<file path="src/rtl/s27_seq_pkg.sv">
// Shared types and constants for the s27 vector sequencer.
package s27_seq_pkg;

    // Width of the G-input vector driven into the s27 core (G3..G0).
    localparam int G_W = 4;

    // Width of the settle-timer counter; covers settle lengths 1..15.
    localparam int SETTLE_W = 4;

    // Sequencer states.
    typedef enum logic [2:0] {
        IDLE,
        CORE_RST,
        FETCH,
        SETTLE,
        CAPTURE,
        RESULT,
        FINISH
    } seq_state_t;

    // Low two bits of a result record: observed G17 above expected G17.
    // The full record is {index, res_bits_t}.
    typedef struct packed {
        logic observed;
        logic expected;
    } res_bits_t;

endpackage

</file>
<file path="src/rtl/s27_settle_timer.sv">
// Load/count-down timer that measures the core settle window.
import s27_seq_pkg::*;

module s27_settle_timer (
    input  logic                clk_net,
    input  logic                reset_net,
    input  logic                load,
    input  logic [SETTLE_W-1:0] load_val,
    input  logic                dec,
    output logic                zero
);

    logic [SETTLE_W-1:0] count_reg;

    // Load takes priority; counting stops at zero so the flag stays asserted.
    always_ff @(posedge clk_net or negedge reset_net) begin
        if (!reset_net) begin
            count_reg <= '0;
        end else if (load) begin
            count_reg <= load_val;
        end else if (dec && (count_reg != '0)) begin
            count_reg <= count_reg - 1'b1;
        end
    end

    assign zero = (count_reg == '0);

endmodule

</file>
<file path="src/rtl/s27_vector_sequencer.sv">
// Applies stimulus vectors to an s27 core, compares G17 against the
// expected bit and streams one result record per vector.
import s27_seq_pkg::*;

module s27_vector_sequencer #(
    parameter int SETTLE_CYCLES = 2,
    parameter int CNT_W         = 8
) (
    input  logic               clk_net,
    input  logic               reset_net,
    input  logic               start,
    input  logic [CNT_W-1:0]   num_vec,
    input  logic               vec_valid,
    output logic               vec_ready,
    input  logic [G_W-1:0]     vec_data,
    input  logic               vec_expect,
    output logic [G_W-1:0]     core_g,
    output logic               core_reset,
    input  logic               core_g17,
    output logic               res_valid,
    input  logic               res_ready,
    output logic [CNT_W+1:0]   res_data,
    output logic               busy,
    output logic               done,
    output logic [CNT_W-1:0]   mismatch_cnt
);

    // The timer is loaded with N-1 and the FSM leaves SETTLE on the cycle
    // the timer reads zero, giving exactly N cycles in SETTLE.
    localparam logic [SETTLE_W-1:0] SETTLE_LOAD = SETTLE_W'(SETTLE_CYCLES - 1);

    seq_state_t       state_reg;
    logic [CNT_W-1:0] count_reg;
    logic [CNT_W-1:0] index_reg;
    logic             expect_reg;
    logic             settle_zero;
    logic             vec_xfer;
    logic             last_vec;
    res_bits_t        res_bits;

    assign vec_xfer = (state_reg == FETCH) && vec_valid && vec_ready;

    // Widened compare so index+1 cannot wrap when the count is all-ones.
    assign last_vec = !(({1'b0, index_reg} + 1'b1) < {1'b0, count_reg});

    assign res_bits.observed = core_g17;
    assign res_bits.expected = expect_reg;

    s27_settle_timer u_settle_timer (
        .clk_net   (clk_net),
        .reset_net (reset_net),
        .load      (vec_xfer),
        .load_val  (SETTLE_LOAD),
        .dec       (state_reg == SETTLE),
        .zero      (settle_zero)
    );

    // Sequencer FSM; all outputs are registered and set on state entry.
    always_ff @(posedge clk_net or negedge reset_net) begin
        if (!reset_net) begin
            state_reg    <= IDLE;
            count_reg    <= '0;
            index_reg    <= '0;
            expect_reg   <= 1'b0;
            core_g       <= '0;
            core_reset   <= 1'b1;
            vec_ready    <= 1'b0;
            res_valid    <= 1'b0;
            res_data     <= '0;
            busy         <= 1'b0;
            done         <= 1'b0;
            mismatch_cnt <= '0;
        end else begin
            core_reset <= 1'b0;
            done       <= 1'b0;
            case (state_reg)
                IDLE: begin
                    if (start) begin
                        count_reg    <= num_vec;
                        index_reg    <= '0;
                        mismatch_cnt <= '0;
                        core_reset   <= 1'b1;
                        busy         <= 1'b1;
                        state_reg    <= CORE_RST;
                    end
                end
                CORE_RST: begin
                    if (count_reg == '0) begin
                        done      <= 1'b1;
                        state_reg <= FINISH;
                    end else begin
                        vec_ready <= 1'b1;
                        state_reg <= FETCH;
                    end
                end
                FETCH: begin
                    if (vec_xfer) begin
                        core_g     <= vec_data;
                        expect_reg <= vec_expect;
                        vec_ready  <= 1'b0;
                        state_reg  <= SETTLE;
                    end
                end
                SETTLE: begin
                    if (settle_zero) begin
                        state_reg <= CAPTURE;
                    end
                end
                CAPTURE: begin
                    if ((core_g17 != expect_reg) && (mismatch_cnt != {CNT_W{1'b1}})) begin
                        mismatch_cnt <= mismatch_cnt + 1'b1;
                    end
                    res_data  <= {index_reg, res_bits};
                    res_valid <= 1'b1;
                    state_reg <= RESULT;
                end
                RESULT: begin
                    if (res_ready) begin
                        res_valid <= 1'b0;
                        index_reg <= index_reg + 1'b1;
                        if (last_vec) begin
                            done      <= 1'b1;
                            state_reg <= FINISH;
                        end else begin
                            vec_ready <= 1'b1;
                            state_reg <= FETCH;
                        end
                    end
                end
                FINISH: begin
                    busy      <= 1'b0;
                    state_reg <= IDLE;
                end
                default: begin
                    busy      <= 1'b0;
                    vec_ready <= 1'b0;
                    res_valid <= 1'b0;
                    state_reg <= IDLE;
                end
            endcase
        end
    end

endmodule

</file>
<file path="config.mk">
export PLATFORM = sky130hd
export DESIGN_NAME = s27_vector_sequencer
export DESIGN_NICKNAME = d
export VERILOG_FILES = /design/src/rtl/s27_seq_pkg.sv /design/src/rtl/s27_settle_timer.sv /design/src/rtl/s27_vector_sequencer.sv
export SDC_FILE = /design/constraint.sdc
export NUM_CORES = 1
export LEC_CHECK = 0
export ABC_AREA = 1
export CAP_MARGIN = 10
export CORE_AREA = 3 3 64 90
export DETAILED_ROUTE_END_ITERATION = 7
export DIE_AREA = 0 0 67 93
export PLACE_DENSITY = 0.76
export SYNTH_ARGS = -nofsm -noshare
export SYNTH_HDL_FRONTEND = slang
export SYNTH_SLANG_ARGS = --single-unit
</file>
<file path="constraint.sdc">
create_clock -name clk_net -period 2.78 [get_ports clk_net]
set_clock_uncertainty 0.1 [all_clocks]
set_input_delay 0.834 -clock clk_net [delete_from_list [all_inputs] [get_ports clk_net]]
set_output_delay 0.834 -clock clk_net [all_outputs]
set_load 0.01 [all_outputs]
</file>
==> results.toml <==
[outcome]
outcome = "finished clean"

[layout]
final_layout_size_suffix_gt1_share_pct = 10.8
area_delta_synth_final_pct = 23.4
largest_register_ffs = 10
diodes = 0
regMostFlops = "res_data"
final_core_util_pct = 62.8
fin_nets = 388
final_cells = 426

[worst_setup_path]
r2r-end = "vec_ready"
r2r_cells = 15
start_kind = "flop"
cp_max_fo = 4
r2r_start = "index_reg[0]"
endpoint_kind = "flop"
r2r_slack_ns = 0.45
cp.required_ns = 2.88
cp_data_arrival_time_ns = 2.42
critPathKind = "flop to flop"

[detailed_routing]
drt_iter0_drc = 103
drtPass1Iterations = 4
drt-total-wl_um = 5200
wl_per_cell_um = 12.2
top_layer_used = "met4"
met1_length_um = 2220
dr_wl_met3_um = 199
ant_nets = 0
viasPerCell = 5.06
via_count = 2157
drcViolationCount = 0
dr_wl_met2_um = 2660

[floorplan]
die_w_um = 67
io_pins = 46
rows = 31
die_area_um2 = 6230
initial_core_util_pct = 50.9
die_y_um = 93
coreArea_um2 = 5120

[place]
place_congestion = 0.858
hpwl_um = 4010
io_buffers = 45
numPlacedInstances = 418

[timing]
hold_viol = 0
worst_pin_slew_ns = 0.763
slew_headroom_pct = 49.1
finalSetupViolations = 0
tns_ns = 0
post-route-min-period_ns = 2.33
rsz0062_at_grt = "false"
fmax_mhz = 430
finalMaxSlewViolations = 0
post-route-period-util_pct = 83.6
fin_hold_ws_ns = 0.369

[yosys]
netlist_area_um2 = 2600
ys_warn_count = 0
syn_avg_cell_area_um2 = 8.45
ys_seq_area_share_pct = 49.1
ys_ff_latch = 51
syn_nets = 337
synthDistinctLibCells = 31
synthTopCellsByCount = "nand2_1 (88), dfrtp_1 (50), inv_1 (36), o21ai_0 (30), nand3_1 (15)"
async_flop_share_pct = 100
synth_area_leaders = "dfrtp_1 (48%), nand2_1 (13%), o21ai_0 (5.8%), inv_1 (5.2%), ha_1 (4.8%)"
synth_top_area_share_pct = 48.1
syn_inst = 308
ys.flop_type = "dfrtp_1"
synth.most_common_cell = "nand2_1"
synth_edf_count = 0
yosysTopAreaCell = "dfrtp_1"

[pwr]
power_leakage_nw = 1.58
power.density_nw_per_um2 = 844
ir_drop_mv = 0.448

[clock_network]
cts-resized-gates = 0
cts_setup_buffers = 0
ctsRootBufferMaster = "clkbuf_8"
numCtsBuffers = 5
cts_tree = "done"
clock-sinks = 51
ctsHoldBuffers = 0
clkTransAtPathRegs_ns = 0.09
insertion_delay_ns = 0.30
cts_max_path_buffers = 2
clock_tree.htree_level_count = 2

[grt]
grt_max_degree = 35
first_global_vias = 2055
grt_pass1_wl_um = 8890
antenna_found_initial = 0
track_usage_pct = 18.5
grt_remaining_overflow = 0

[hold_path]
whs_path_depth = 1
hp-start = "u_settle_timer.count_reg[3]"
hold_class = "flop to flop"
min_to = "u_settle_timer.count_reg[3]"

[job]
maxCapViolations = 0
cells by family (layout without fill, tap and decap cells):
family	Yosys count	count (layout)	synth area share, %
simple gates	143	143	26.1
flops	51	51	49.1
compound gates	48	48	10.2
buf+inv	48	100	7.16
fa+ha+maj	10	10	4.81
xor+xnor	8	8	2.69
final cells by class:
class / instances / area, um^2
clock inverters: 1 / 5.00
flip-flops and latches: 51 / 1280
clock buffers: 7 / 76.3
repair buffers: 47 / 460
inverters: 45 / 171
fillers: 478 / 1910
well taps: 66 / 82.6
multi-input cells: 209 / 1140
report_power, final:
| group | switching [mW] | leakage (nW) | internal, mW | total [mW] |
|---|---|---|---|---|
| Sequential | 0.151 | 0.666 | 0.990 | 1.14 |
| Clock | 0.236 | 0.0422 | 0.177 | 0.413 |
| Combinational | 0.645 | 0.877 | 0.513 | 1.16 |
| Total | 1.03 | 1.58 | 1.68 | 2.71 |
cells in the final DEF (no fill, tap or decap), types with 2 or more instances in the layout:
master,netlist,final
o31ai_1,2,2
nand3_1,15,15
nor2_8,2,2
nor3_1,3,3
buf_4,0,2
ha_1,10,10
inv_2,8,8
o22ai_1,5,5
inv_1,36,36
clkdlybuf4s50_1,0,44
a21oi_1,4,4
nand4_1,7,7
xor2_1,7,7
nand2_1,88,88
o21ai_1,5,5
clkbuf_8,0,5
nor2_2,6,6
clkbuf_1,0,2
nand2_2,5,5
nor2_4,2,2
o21ai_0,30,30
dfrtp_1,50,50
nor2_1,9,9
metrics by stage:
step | instance area, um^2 | worst slack (ns) | total power, mW
floorplan | 2600 | 0.662 | 1.87
global placement | 3130 | 0.482 | 2.29
global route | 3210 | 0.167 | 2.94
CTS | 3210 | 0.472 | 2.75
detailed placement | 3130 | 0.464 | 2.33
finish | 3210 | 0.455 | 2.71
critical path: stages (launching register included):
cell	delay, ns
dfrtp_1	0.42
ha_1	0.24
nand3_1	0.14
xor2_1	0.24
inv_1	0.07
ha_1	0.28
nand2_1	0.07
inv_1	0.05
a21oi_1	0.16
nand2_1	0.07
nand2_1	0.05
nand2_1	0.04
nand2_1	0.11
nand3_1	0.08
nand2_1	0.06
nand2_1	0.05
layer usage:
metal,GRT usage (%),vias to the layer above
li1,-,1089
met1,22.3,1006
met2,31.2,52
met3,3.61,10
met4,8.12,0
met5,0,-
worst max path at each step:
stage,slack (ns),from,endpoint,cells past startpoint
floorplan,0.66,index_reg[0],vec_ready,17
global placement,0.48,start,mismatch_cnt[3],7
detailed placement,0.46,start,mismatch_cnt[3],7
CTS,0.47,index_reg[0],vec_ready,15
global route,0.17,index_reg[0],vec_ready,17
finish,0.45,index_reg[0],vec_ready,15
Power figures use the tool's default switching activity.
